$ cat src/rtl/riscv_v_csr_file.sv
// Vector CSR storage: vsstatus.VS, vtype, vl, vstart, vxrm, vxsat with address-decoded reads.
// Define RISCV_V_CSR_BYPASS_EN to forward same-cycle writes to rd_data and the live outputs.
module riscv_v_csr_file #(
  parameter int XLEN = 32,
  parameter int VLEN = 128,
  parameter int VL_W = 8
) (
  input  logic            clk,
  input  logic            rst,
  input  logic            csr_wr_en_vsstatus_wb,
  input  logic            csr_wr_en_vtype_wb,
  input  logic            csr_wr_en_vl_wb,
  input  logic            csr_wr_en_vstart_wb,
  input  logic            csr_wr_en_vxrm_wb,
  input  logic            csr_wr_en_vxsat_wb,
  input  logic [1:0]      csr_wr_data_vsstatus_wb,
  input  logic [XLEN-1:0] csr_wr_data_vtype_wb,
  input  logic [VL_W-1:0] csr_wr_data_vl_wb,
  input  logic [VL_W-1:0] csr_wr_data_vstart_wb,
  input  logic [1:0]      csr_wr_data_vxrm_wb,
  input  logic            csr_wr_data_vxsat_wb,
  input  logic            vxsat_set,
  input  logic            vstart_clr,
  input  logic [11:0]     rd_addr,
  output logic [XLEN-1:0] rd_data,
  output logic            rd_illegal,
  output logic [XLEN-1:0] vtype_o,
  output logic [VL_W-1:0] vl_o,
  output logic [VL_W-1:0] vstart_o,
  output logic [1:0]      vxrm_o,
  output logic            vxsat_o,
  output logic [1:0]      vs_state_o
);

  localparam logic [XLEN-1:0] VTYPE_RST = {1'b1, {(XLEN-1){1'b0}}};
  localparam logic [XLEN-1:0] VLENB     = XLEN'(VLEN / 8);
  localparam logic [1:0]      VS_INIT   = 2'd1;
  localparam logic [1:0]      VS_DIRTY  = 2'd3;

  logic [XLEN-1:0] vtype_q, vtype_d;
  logic [VL_W-1:0] vl_q, vl_d;
  logic [VL_W-1:0] vstart_q, vstart_d;
  logic [1:0]      vxrm_q, vxrm_d;
  logic            vxsat_q, vxsat_d;
  logic [1:0]      vs_q, vs_d;
  logic            vtype_illegal;
  logic            dirty;

  always_comb begin
    vtype_illegal = csr_wr_data_vtype_wb[XLEN-1]
                  | (|csr_wr_data_vtype_wb[XLEN-2:8])
                  | (csr_wr_data_vtype_wb[2:0] == 3'b100)
                  | (csr_wr_data_vtype_wb[5:3] > 3'b011);

    vtype_d = vtype_q;
    if (csr_wr_en_vtype_wb) vtype_d = vtype_illegal ? VTYPE_RST : csr_wr_data_vtype_wb;

    vl_d = csr_wr_en_vl_wb ? csr_wr_data_vl_wb : vl_q;

    vstart_d = vstart_q;
    if (csr_wr_en_vstart_wb) vstart_d = csr_wr_data_vstart_wb;
    else if (vstart_clr)     vstart_d = '0;

    vxrm_d = csr_wr_en_vxrm_wb ? csr_wr_data_vxrm_wb : vxrm_q;

    vxsat_d = vxsat_q;
    if (csr_wr_en_vxsat_wb) vxsat_d = csr_wr_data_vxsat_wb;
    else if (vxsat_set)     vxsat_d = 1'b1;

    // vstart_clr is a normal end-of-instruction event and must not dirty the state.
    dirty = csr_wr_en_vtype_wb | csr_wr_en_vl_wb | csr_wr_en_vstart_wb
          | csr_wr_en_vxrm_wb | csr_wr_en_vxsat_wb | vxsat_set;

    vs_d = vs_q;
    if (csr_wr_en_vsstatus_wb) vs_d = csr_wr_data_vsstatus_wb;
    else if (dirty)            vs_d = VS_DIRTY;
  end

  always_ff @(posedge clk) begin
    if (rst) begin
      vtype_q  <= VTYPE_RST;
      vl_q     <= '0;
      vstart_q <= '0;
      vxrm_q   <= '0;
      vxsat_q  <= 1'b0;
      vs_q     <= VS_INIT;
    end else begin
      vtype_q  <= vtype_d;
      vl_q     <= vl_d;
      vstart_q <= vstart_d;
      vxrm_q   <= vxrm_d;
      vxsat_q  <= vxsat_d;
      vs_q     <= vs_d;
    end
  end

`ifdef RISCV_V_CSR_BYPASS_EN
  assign vtype_o  = vtype_d;
  assign vl_o     = vl_d;
  assign vstart_o = vstart_d;
  assign vxrm_o   = vxrm_d;
  assign vxsat_o  = vxsat_d;
`else
  assign vtype_o  = vtype_q;
  assign vl_o     = vl_q;
  assign vstart_o = vstart_q;
  assign vxrm_o   = vxrm_q;
  assign vxsat_o  = vxsat_q;
`endif
  // VS is never forwarded; it always reflects the stored state.
  assign vs_state_o = vs_q;

  always_comb begin
    rd_data    = '0;
    rd_illegal = 1'b0;
    case (rd_addr)
      12'h008: rd_data = {{(XLEN-VL_W){1'b0}}, vstart_o};
      12'h009: rd_data = {{(XLEN-1){1'b0}}, vxsat_o};
      12'h00A: rd_data = {{(XLEN-2){1'b0}}, vxrm_o};
      12'h00F: rd_data = {{(XLEN-3){1'b0}}, vxrm_o, vxsat_o};
      12'hC20: rd_data = {{(XLEN-VL_W){1'b0}}, vl_o};
      12'hC21: rd_data = vtype_o;
      12'hC22: rd_data = VLENB;
      default: rd_illegal = 1'b1;
    endcase
  end

endmodule

$ cat config.mk
export PLATFORM = sky130hd
export DESIGN_NAME = riscv_v_csr_file
export DESIGN_NICKNAME = d
export VERILOG_FILES = /design/src/rtl/riscv_v_csr_file.sv
export SDC_FILE = /design/constraint.sdc
export NUM_CORES = 1
export LEC_CHECK = 0
export ABC_AREA = 1
export CAP_MARGIN = 10
export CELL_PAD_IN_SITES_DETAIL_PLACEMENT = 0
export CELL_PAD_IN_SITES_GLOBAL_PLACEMENT = 1
export CORE_ASPECT_RATIO = 1.4
export CORE_MARGIN = 2
export CORE_UTILIZATION = 26
export CTS_CLUSTER_SIZE = 12
export DETAILED_ROUTE_END_ITERATION = 10
export HOLD_SLACK_MARGIN = 0.1
export PLACE_DENSITY = 0.91
export SLEW_MARGIN = 20
export SYNTH_ARGS = -nofsm -noshare
export SYNTH_HDL_FRONTEND = slang
export SYNTH_SLANG_ARGS = --single-unit
$ cat constraint.sdc
create_clock -name clk -period 3.9 [get_ports clk]
set_input_delay 1.17 -clock clk [delete_from_list [all_inputs] [get_ports clk]]
set_output_delay 1.17 -clock clk [all_outputs]
set_load 0.02 [all_outputs]
==> results.md <==
- CORE AREA: between 9000 and 10000 um^2
- Deepest level of the CTS H-tree: 2
- Die Outline Area: between 10000 and 15000 um^2
- Number of standard cells after synthesis: about 370
- Worst path required time: roughly 2.7 ns
- Setup TNS after final layout: 0 ns
- Mean area per synthesized cell: a little under 7 um^2
- Final Hold Violating Endpoints: 0
- Final ANT Viol Nets: 0
- Number of synthesized flops with an enable pin: 0
- Post-detailed-route via-to-cell ratio: 4.34
- Final core utilization: 0.459
- Diodes inserted: 0
- Register bit count reported by yosys: 53
- Top cells by instance count after synthesis: 74 x nand2_1, 71 x nor2_1, 53 x dfxtp_1
- Setup crit end kind: primary output
- Rows: between 40 and 50
- Critical path class: input port to primary output
- RSZ-0062 raised after global routing: false
- Static Leakage: roughly 1.8 nW
- Max-slew violation count: 0
- Routed wire length: roughly 8000 um
- Vias in the first global route: about 2800
- Die height: roughly 120 um
- CTS Sinks: 53
- Power per cell area: around 280 nW/um^2
- Arrival time of data at the critical path endpoint: roughly 2.6 ns
- Highest ir drop seen on vdd: 151 uV
- TritonCTS buffer count: 5
- Cell accounting for the most synthesized area: dfxtp_1
- Sequential share of the synthesized area: 0.418
- Tcrit/Tclk final: 0.965
- Setup clock skew after layout: 0 ns
- Final Critical Period: 3.76 ns
- Buffer count from post-CTS setup fixing: 0
- Total of max-cap violations: 0
- Top FF cell, synth: dfxtp_1
- Chip Width: ~87 um
- Sort of element at the start of the critical path: input port
- Most instantiated library cell after synthesis: nand2_1
- Total of buffers placed on input and output ports: between 150 and 200
- Status: complete, no violations
- Initial antenna violation count: 0
- Pre-CTS setup slack: -0.403 ns
- First DRT Iteration DRCs: between 80 and 90
- Number of different library cells in the post-synthesis netlist: 27
- Clock slew at the register clock pins of the worst setup and hold paths: around 0.07 ns
- Net count, final: 609
- Setup Viol. Count Final: 0
- Tightest Pin Transition: 0.547 ns
- Final routed wire length divided by cell count: 12.4 um
- Clock network latency to the later pin of the worst-skew pair: 0.28 ns
- Detailed-routing iteration count for the pre-antenna-repair pass: 4
- Final setup slack of the worst path: around 0.14 ns
- Net count of the mapped netlist: roughly 440
- Via Count: roughly 2800
- Clock buffer depth: 2
- Netlist area before placement: ~2500 um^2
- Fillcell total: 979
- DR DRC count: 0
- # hold bufs at CTS: 0
- FMAX: approximately 0.27 GHz
- Class of the tightest hold or removal check: register to register
- Pin count of the biggest net entering global routing: 36
- Congestion Overflow GR: 0
- Top-level I/O count: between 150 and 200
- Detailed placement HPWL: 6500 um
- Most area-consuming cells after synthesis: dfxtp_1 42%, nand2_1 11%, nor2_1 11%
- Share of Yosys cell area claimed by the top area cell type: 0.418
- Clock tree from TritonCTS: built
- Layout overhead on the synthesized area: 71.1%
- Fraction of synthesis flops using an asynchronous set or reset pin: 0
- Global-route wire length before repair: about 13000 um
- Worst slew margin relative to its limit: 0.634
- Total track usage: 0.149
- Number of warning messages in the yosys log: 0
- Routability congestion estimate: ~0.84
- Fraction of layout instances using a drive strength above 1: 0.176
- Clock root buffer: clkbuf_16
- Effective utilization at floorplan: 0.268
- Max FO, Critical Path: 4
-- cell type report --
cell class | count | area [um^2] | share of cell area
repair buffers | 173 | 1580 | 0.364
well taps | 110 | 138 | 0.0317
multi-input cells | 248 | 1210 | 0.279
inverters | 53 | 199 | 0.0458
flip-flops and latches | 53 | 1060 | 0.244
clock buffers | 5 | 125 | 0.0288
clock inverters | 3 | 26.3 | 0.00605
-- registers in the layout, indices dropped and copies added (netlist names) --
register / count
vl_o: 8
vs_state_o: 2
vstart_o: 8
vtype_o: 32
vxrm_o: 2
vxsat_o: 1
-- cell families (layout without fill, tap and decap cells) --
group           Yosys count  count (layout)  share of synthesized area
simple gates            216             216                      0.389
buf+inv                  67             234                      0.116
flops                    53              53                      0.418
compound gates           27              27                     0.0572
mux                       5               5                     0.0197
-- placed cells by master (no fill, tap or decap), types with 2 or more instances in the layout --
cell type,n
clkdlybuf4s15_2,2
inv_1,49
o21ai_0,12
dlymetal6s2s_1,3
clkbuf_16,5
clkdlybuf4s50_1,123
nand2_1,69
buf_12,2
nor2_2,19
buf_4,12
mux2i_1,5
dfxtp_1,53
a21oi_1,11
nor2_4,10
inv_2,3
nor2_1,66
buf_2,30
nor3_1,26
nand3_1,17
nand2_2,5
clkinvlp_4,2
-- per-layer routing --
metal	vias up	wire, um	track usage
met4	0	101	0.0346
met5	-	0	0
met1	1217	3270	0.168
li1	1457	-	-
met3	8	618	0.0381
met2	119	4010	0.276
-- report_power, final --
group	switching (mW)	leakage, nW	total [mW]	internal, mW
clock	0.203	0.0680	0.445	0.242
combinational	0.0855	1.34	0.198	0.112
sequential	0.0127	0.433	0.569	0.557
total	0.301	1.84	1.21	0.912
-- path summary, 6_finish.rpt --
kind                  to        start  depth (start not counted)  slack (ns)
max reg2reg   vtype_o[4]   vtype_o[4]                          4        3.16
max           rd_illegal  rd_addr[11]                         10        0.14
min reg2reg  vtype_o[29]  vtype_o[29]                          2        0.46
min          vtype_o[29]  vtype_o[29]                          2        0.46
-- stage by stage --
step           instance area [um^2]  total power, mW  hold WS, ns  std cells
2_1_floorplan                  2540            0.653        0.526        368
3_3_place_gp                   4300            0.776        0.444        637
3_5_place_dp                   4300            0.779        0.445        637
4_1_cts                        4370             1.23        0.458        645
5_1_grt                        4340             1.27        0.489        645
6_report                       4340             1.21        0.459        645
-- what timing repair did --
item                       CTS  global route
gates cloned                 0             0
setup endpoints to repair   33            33
resized for setup          127            21
pin swaps                    0             3
-- critical path: stages --
cell             delay, ns
clkdlybuf4s50_1       0.42
nor2_1                0.15
nand2_2               0.12
nor2_2                0.19
nand2_1               0.09
nand2_1               0.08
inv_1                 0.04
nand2_1               0.05
nor2_1                0.04
clkdlybuf4s15_2       0.24
Power figures use the tool's default switching activity.
